==> config.mk <==
export PLATFORM = sky130hd
export DESIGN_NAME = aes_inv_key_sched
export DESIGN_NICKNAME = d
export VERILOG_FILES = /design/src/rtl/aes_inv_key_sched_pkg.sv /design/src/rtl/aes_sbox.sv /design/src/rtl/aes_inv_key_sched.sv
export SDC_FILE = /design/constraint.sdc
export NUM_CORES = 2
export LEC_CHECK = 0
export BUFFER_PORTS_ARGS = -buffer_cell sky130_fd_sc_hd__buf_2
export CAP_MARGIN = 5
export CORE_UTILIZATION = 65
export CTS_CLUSTER_SIZE = 14
export DETAILED_ROUTE_END_ITERATION = 6
export GPL_ROUTABILITY_DRIVEN = 0
export GPL_TIMING_DRIVEN = 0
export PLACE_DENSITY_LB_ADDON = 0.1
export SETUP_SLACK_MARGIN = 0.4
export SLEW_MARGIN = 10
export SYNTH_ARGS = -nofsm -noshare
export SYNTH_HDL_FRONTEND = slang
export SYNTH_SLANG_ARGS = --single-unit
==> constraint.sdc <==
create_clock -name clk -period 18.1 [get_ports clk]
set_clock_uncertainty 0.05 [all_clocks]
set_input_delay 1.81 -clock clk [delete_from_list [all_inputs] [get_ports clk]]
set_output_delay 1.81 -clock clk [all_outputs]
set_load 0.02 [all_outputs]
==> src/rtl/aes_inv_key_sched_pkg.sv <==
// Shared types and constants for the inverse AES-128 key schedule.
package aes_inv_key_sched_pkg;

  typedef enum logic [1:0] {
    IDLE = 2'd0,
    EMIT = 2'd1,
    DONE = 2'd2
  } state_t;

  // Round constant used to derive the final (round-10) key.
  localparam logic [7:0] RCON_LAST     = 8'h36;
  // Inverse of xtime: (x>>1) ^ (x[0] ? 8'h8D : 0) walks rcon backwards.
  localparam logic [7:0] RCON_INV_POLY = 8'h8D;
  localparam logic [3:0] LAST_ROUND    = 4'd10;

endpackage

==> src/rtl/aes_sbox.sv <==
// Forward AES S-box: GF(2^8) multiplicative inverse followed by the affine map.
module aes_sbox (
  input  logic [7:0] din,
  output logic [7:0] dout
);

  // Multiply in GF(2^8) modulo x^8 + x^4 + x^3 + x + 1.
  function automatic logic [7:0] gf_mul(input logic [7:0] a, input logic [7:0] b);
    logic [7:0] p;
    logic [7:0] x;
    logic [7:0] y;
    p = '0;
    x = a;
    y = b;
    for (int unsigned i = 0; i < 8; i++) begin
      if (y[0]) p = p ^ x;
      x = {x[6:0], 1'b0} ^ (x[7] ? 8'h1b : 8'h00);
      y = {1'b0, y[7:1]};
    end
    return p;
  endfunction

  logic [7:0] sq;
  logic [7:0] inv;

  // inv = din^254 (product of din^(2^k), k=1..7); zero maps to zero.
  always_comb begin
    sq  = din;
    inv = 8'h01;
    for (int unsigned k = 1; k < 8; k++) begin
      sq  = gf_mul(sq, sq);
      inv = gf_mul(inv, sq);
    end
    dout = inv ^ {inv[6:0], inv[7]} ^ {inv[5:0], inv[7:6]}
               ^ {inv[4:0], inv[7:5]} ^ {inv[3:0], inv[7:4]} ^ 8'h63;
  end

endmodule

==> src/rtl/aes_inv_key_sched.sv <==
// Inverse AES-128 key schedule: streams round keys 10 down to 0 from the final round key.
module aes_inv_key_sched
  import aes_inv_key_sched_pkg::*;
(
  input  logic         clk,
  input  logic         rst_n,
  input  logic         start,
  input  logic [127:0] key_in,
  input  logic         rk_ready,
  output logic         busy,
  output logic         rk_valid,
  output logic [127:0] rk_out,
  output logic [3:0]   rk_round,
  output logic         done
);

  state_t      state;
  state_t      state_nxt;
  logic [7:0]  rcon;
  logic [7:0]  rcon_nxt;
  logic        hs;
  logic        load;
  logic        step;
  logic [31:0] w0, w1, w2, w3;
  logic [31:0] n0, n1, n2, n3;
  logic [31:0] rot;
  logic [31:0] sub;

  assign busy     = (state != IDLE);
  assign rk_valid = (state == EMIT);
  assign done     = (state == DONE);

  assign hs   = rk_valid & rk_ready;
  assign load = (state == IDLE) & start;
  assign step = hs & (rk_round != '0);

  // Undo one forward expansion step; w0 needs the already-recovered w3.
  assign {w0, w1, w2, w3} = rk_out;
  assign n3  = w3 ^ w2;
  assign n2  = w2 ^ w1;
  assign n1  = w1 ^ w0;
  assign rot = {n3[23:0], n3[31:24]};
  assign n0  = w0 ^ sub ^ {rcon, 24'h0};

  assign rcon_nxt = {1'b0, rcon[7:1]} ^ (rcon[0] ? RCON_INV_POLY : 8'h00);

  aes_sbox u_sbox3 (.din(rot[31:24]), .dout(sub[31:24]));
  aes_sbox u_sbox2 (.din(rot[23:16]), .dout(sub[23:16]));
  aes_sbox u_sbox1 (.din(rot[15:8]),  .dout(sub[15:8]));
  aes_sbox u_sbox0 (.din(rot[7:0]),   .dout(sub[7:0]));

  // FSM state register.
  always_ff @(posedge clk or negedge rst_n) begin
    if (!rst_n) state <= IDLE;
    else        state <= state_nxt;
  end

  // Next-state logic: start is only honoured in IDLE.
  always_comb begin
    state_nxt = state;
    case (state)
      IDLE:    if (start) state_nxt = EMIT;
      EMIT:    if (hs && rk_round == '0) state_nxt = DONE;
      DONE:    state_nxt = IDLE;
      default: state_nxt = IDLE;
    endcase
  end

  // Round key, round index and rcon: load on accept, step on each non-final handshake.
  always_ff @(posedge clk or negedge rst_n) begin
    if (!rst_n) begin
      rk_out   <= '0;
      rk_round <= '0;
      rcon     <= '0;
    end else if (load) begin
      rk_out   <= key_in;
      rk_round <= LAST_ROUND;
      rcon     <= RCON_LAST;
    end else if (step) begin
      rk_out   <= {n0, n1, n2, n3};
      rk_round <= rk_round - 4'd1;
      rcon     <= rcon_nxt;
    end
  end

endmodule

==> impl_metrics.csv <==
group,metric,value,unit
drt,drt_iter0_markers,8380,
critical_path,crit_cells,59,
critical_path,critPathMaxStageDelay,550,ps
grt,grt_overflow,0,
clock_tree,path_clk_slew,80,ps
grt,antenna_found_initial,10,
floorplan,die_x,308,um
synthesis,synth_ff_type,"dfrtp_1",
drt,vias_per_cell,6.47,
critical_path,start_kind,"flip-flop",
floorplan,core-area,92200,um2
critical_path,cp_common_cell,"xnor2_1",
synthesis,synth_common_cells,"xnor2_1, nor2_1, nand2_1, xor2_1, o21ai_0",
critical_path,worstReg2RegStart,"rk_out[47]",
timing,setup_viol_count_final,0,
drt,wl_per_cell,21.7,um
clock_tree,htreeDepth,4,
grt,grtUsageTotal,42.4,%
clock_tree,cts_tree,"yes",
critical_path,path_max_fanout,10,
timing,rsz0062_at_grt,"false",
floorplan,start_util,66.0,%
timing,timing.fmax,58.1,MHz
placement,placed_area,63800,um2
critical_path,critical_path_class,"reg -> reg",
clock_tree,cts_buffers,17,
grt,grt_start_max_net_pins,87,
synthesis,syn_nets,8322,
clock_tree,cts.sinks,142,
critical_path,crit_start,"rk_out[47]",
synthesis,synth.area.mux_share,3.76,%
final_layout,fin_area,66900,um2
synthesis,synth-edff-count,0,
grt,grt_pass1_vias,57810,
synthesis,synth_compound_area_share,16.7,%
drt,ant_nets,0,
critical_path,path_buf_inv,10,
placement,dpl.cell_count,9680,
placement,dpl.hpwl,160,mm
timing,hold_viol_final,0,
final_layout,stdcell_count,9797,
synthesis,synth_top_area_cell,"xnor2_1",
drt,wirelength,213,mm
drt,drc,16,
final_layout,fin_util,72.6,%
synthesis,synth_xor_xnor_area_share,48.9,%
synthesis,avgSynthCellArea,7.45,um2
synthesis,synth-simple-area-share,20.1,%
timing,finalMaxSlewViolations,0,
synthesis,yosysSeqAreaShare,5.84,%
synthesis,synthCells,8170,
synthesis,post_synth_fa_ha_maj_area_fraction,0.559,%
timing,relSlewSlack,6.98,%
synthesis,async_flop_share,100,%
clock_tree,clkLatencyLatePin,510,ps
grt,grt_pass1_wl,322,mm
drt,via_count,63384,
run_status,status,"finished, violations left",
critical_path,r2r_end,"rk_out[117]",
floorplan,io_pins,267,
synthesis,synth-warning-count,0,
synthesis,ys_seq_elements,142,
critical_path,crit_arrival,17530,ps
synthesis,synth_cell_type_count,115,
job,max-cap-violations,0,
critical_path,cp_top_family,"XOR/XNOR gates",
synthesis,synth.top_cell.area_share,24.2,%
critical_path,cp.required,18410,ps
clock_tree,cts_buffer_depth,2,
critical_path,cp-end-kind,"flip-flop",
final_layout,drive_above_1_share,12.0,%
timing,min_period_over_period,95.1,%
critical_path,endpoint,"rk_out[117]",
synthesis,syn-cell-area,60900,um2
critical_path,r2r_cells,59,
synthesis,synth_most_common_cell,"xnor2_1",
timing,hold_slack,495,ps
final_layout,area_growth,9.93,%
timing,worst_slew_pin_slew,1400,ps
clock_tree,cts-root-buf,"clkbuf_16",
floorplan,die_h,308,um
timing,post-route-min-period,17220,ps
synthesis,synth_top_family_by_area,"XOR/XNOR gates",
run_status,violations,"DRC",
placement,io_buffers,266,
floorplan,rows,111,
synthesis,synthTopCellsByArea,"xnor2_1, xnor3_1, xor2_1",
critical_path,cp_slowest_cell,"xnor3_2",
min_path,hold_class,"reg -> reg",
drt,drt-pass1-iter-count,7,
final_layout,fin_nets,8688,
critical_path,r2r_slack,880,ps
min_path,worstHoldStart,"rk_out[116]",
clock_tree,hold_buffers,0,
floorplan,die_area,94900,um2
cell families after synthesis:
kind of cell               Yosys count
buffers and inverters              599
and+or+nand+nor                   2866
adders and majority gates           29
AOI/OAI and AO/OA                 1608
muxes                              219
xor gates and xnor gates          2707
DFF                                142
cell type report:
type / instances / area (um2)
Clock inverter: 15 / 199
Clock buffer: 17 / 425
Tap cell: 1243 / 1560
Antenna cell: 5 / 12.5
Timing Repair Buffer: 347 / 2020
Sequential cell: 142 / 3560
Inverter: 85 / 329
Buffer: 514 / 2250
Fill cell: 7583 / 25300
Multi-Input combinational cell: 7429 / 56600
flip-flops by register name, indices dropped and copies added, names as in the netlist:
name,flops
rk_round,4
state,2
rk_out,128
rcon,8
worst min path at each step:
| stage | endpoint | depth (start not counted) |
|---|---|---|
| 2_1_floorplan | rcon[1] | 2 |
| 3_3_place_gp | rk_out[116] | 2 |
| 3_5_place_dp | rk_out[116] | 2 |
| 4_1_cts | rcon[6] | 2 |
| 5_1_grt | rcon[6] | 2 |
| 6_report | rk_out[116] | 2 |
repair_timing:
item,4_1_cts,5_1_grt
pin swaps,5,39
setup buffers,6,74
gates resized for setup,88,239
endpoints found under the setup margin,32,32
cell usage in the layout (no fill, tap or decap), types with 69 or more instances in the layout:
cell type,Yosys,routed
xnor2_1,1685,1589
nor2_1,1118,1112
nand2_1,1004,1003
xor2_1,550,511
o21ai_0,439,434
a21oi_1,413,410
buf_2,97,362
clkbuf_1,356,313
xnor3_1,272,260
nor3_1,206,205
nand3_1,194,194
mux2i_1,168,167
dfrtp_1,142,140
xnor2_2,67,129
o22ai_1,115,115
buf_4,22,98
a31oi_1,69,69
stage by stage:
step	setup TNS [ps]	setup slack, ps
2_1_floorplan	0	2560
3_3_place_gp	-15770	-1300
3_5_place_dp	-22550	-1440
4_1_cts	0	405
5_1_grt	0	322
6_report	0	879
worst reg2reg max path: cells and delay by family, from the launching register on:
family / cells / cell delay, ps
flip-flops: 1 / 480
multiplexers: 1 / 380
adder cells (fa/ha/maj): 2 / 590
buffers and inverters: 10 / 2680
AND/OR/NAND/NOR: 11 / 1970
AO/OA/AOI/OAI: 6 / 1620
XOR/XNOR: 29 / 9350
metal layers:
layer	global-route usage, %	routed length (um)	vias to the layer above	part of all wire, %
li1	-	-	28552	-
met2	63.6	90600	4246	43
met1	55.1	82000	29737	39
met4	20.6	11200	16	5.2
met5	0	172	-	0.081
met3	13.0	28700	833	13
Power is left out: the tool's default activity adds up to more than one toggle a clock period on the data nets, which glitch-free logic cannot reach.
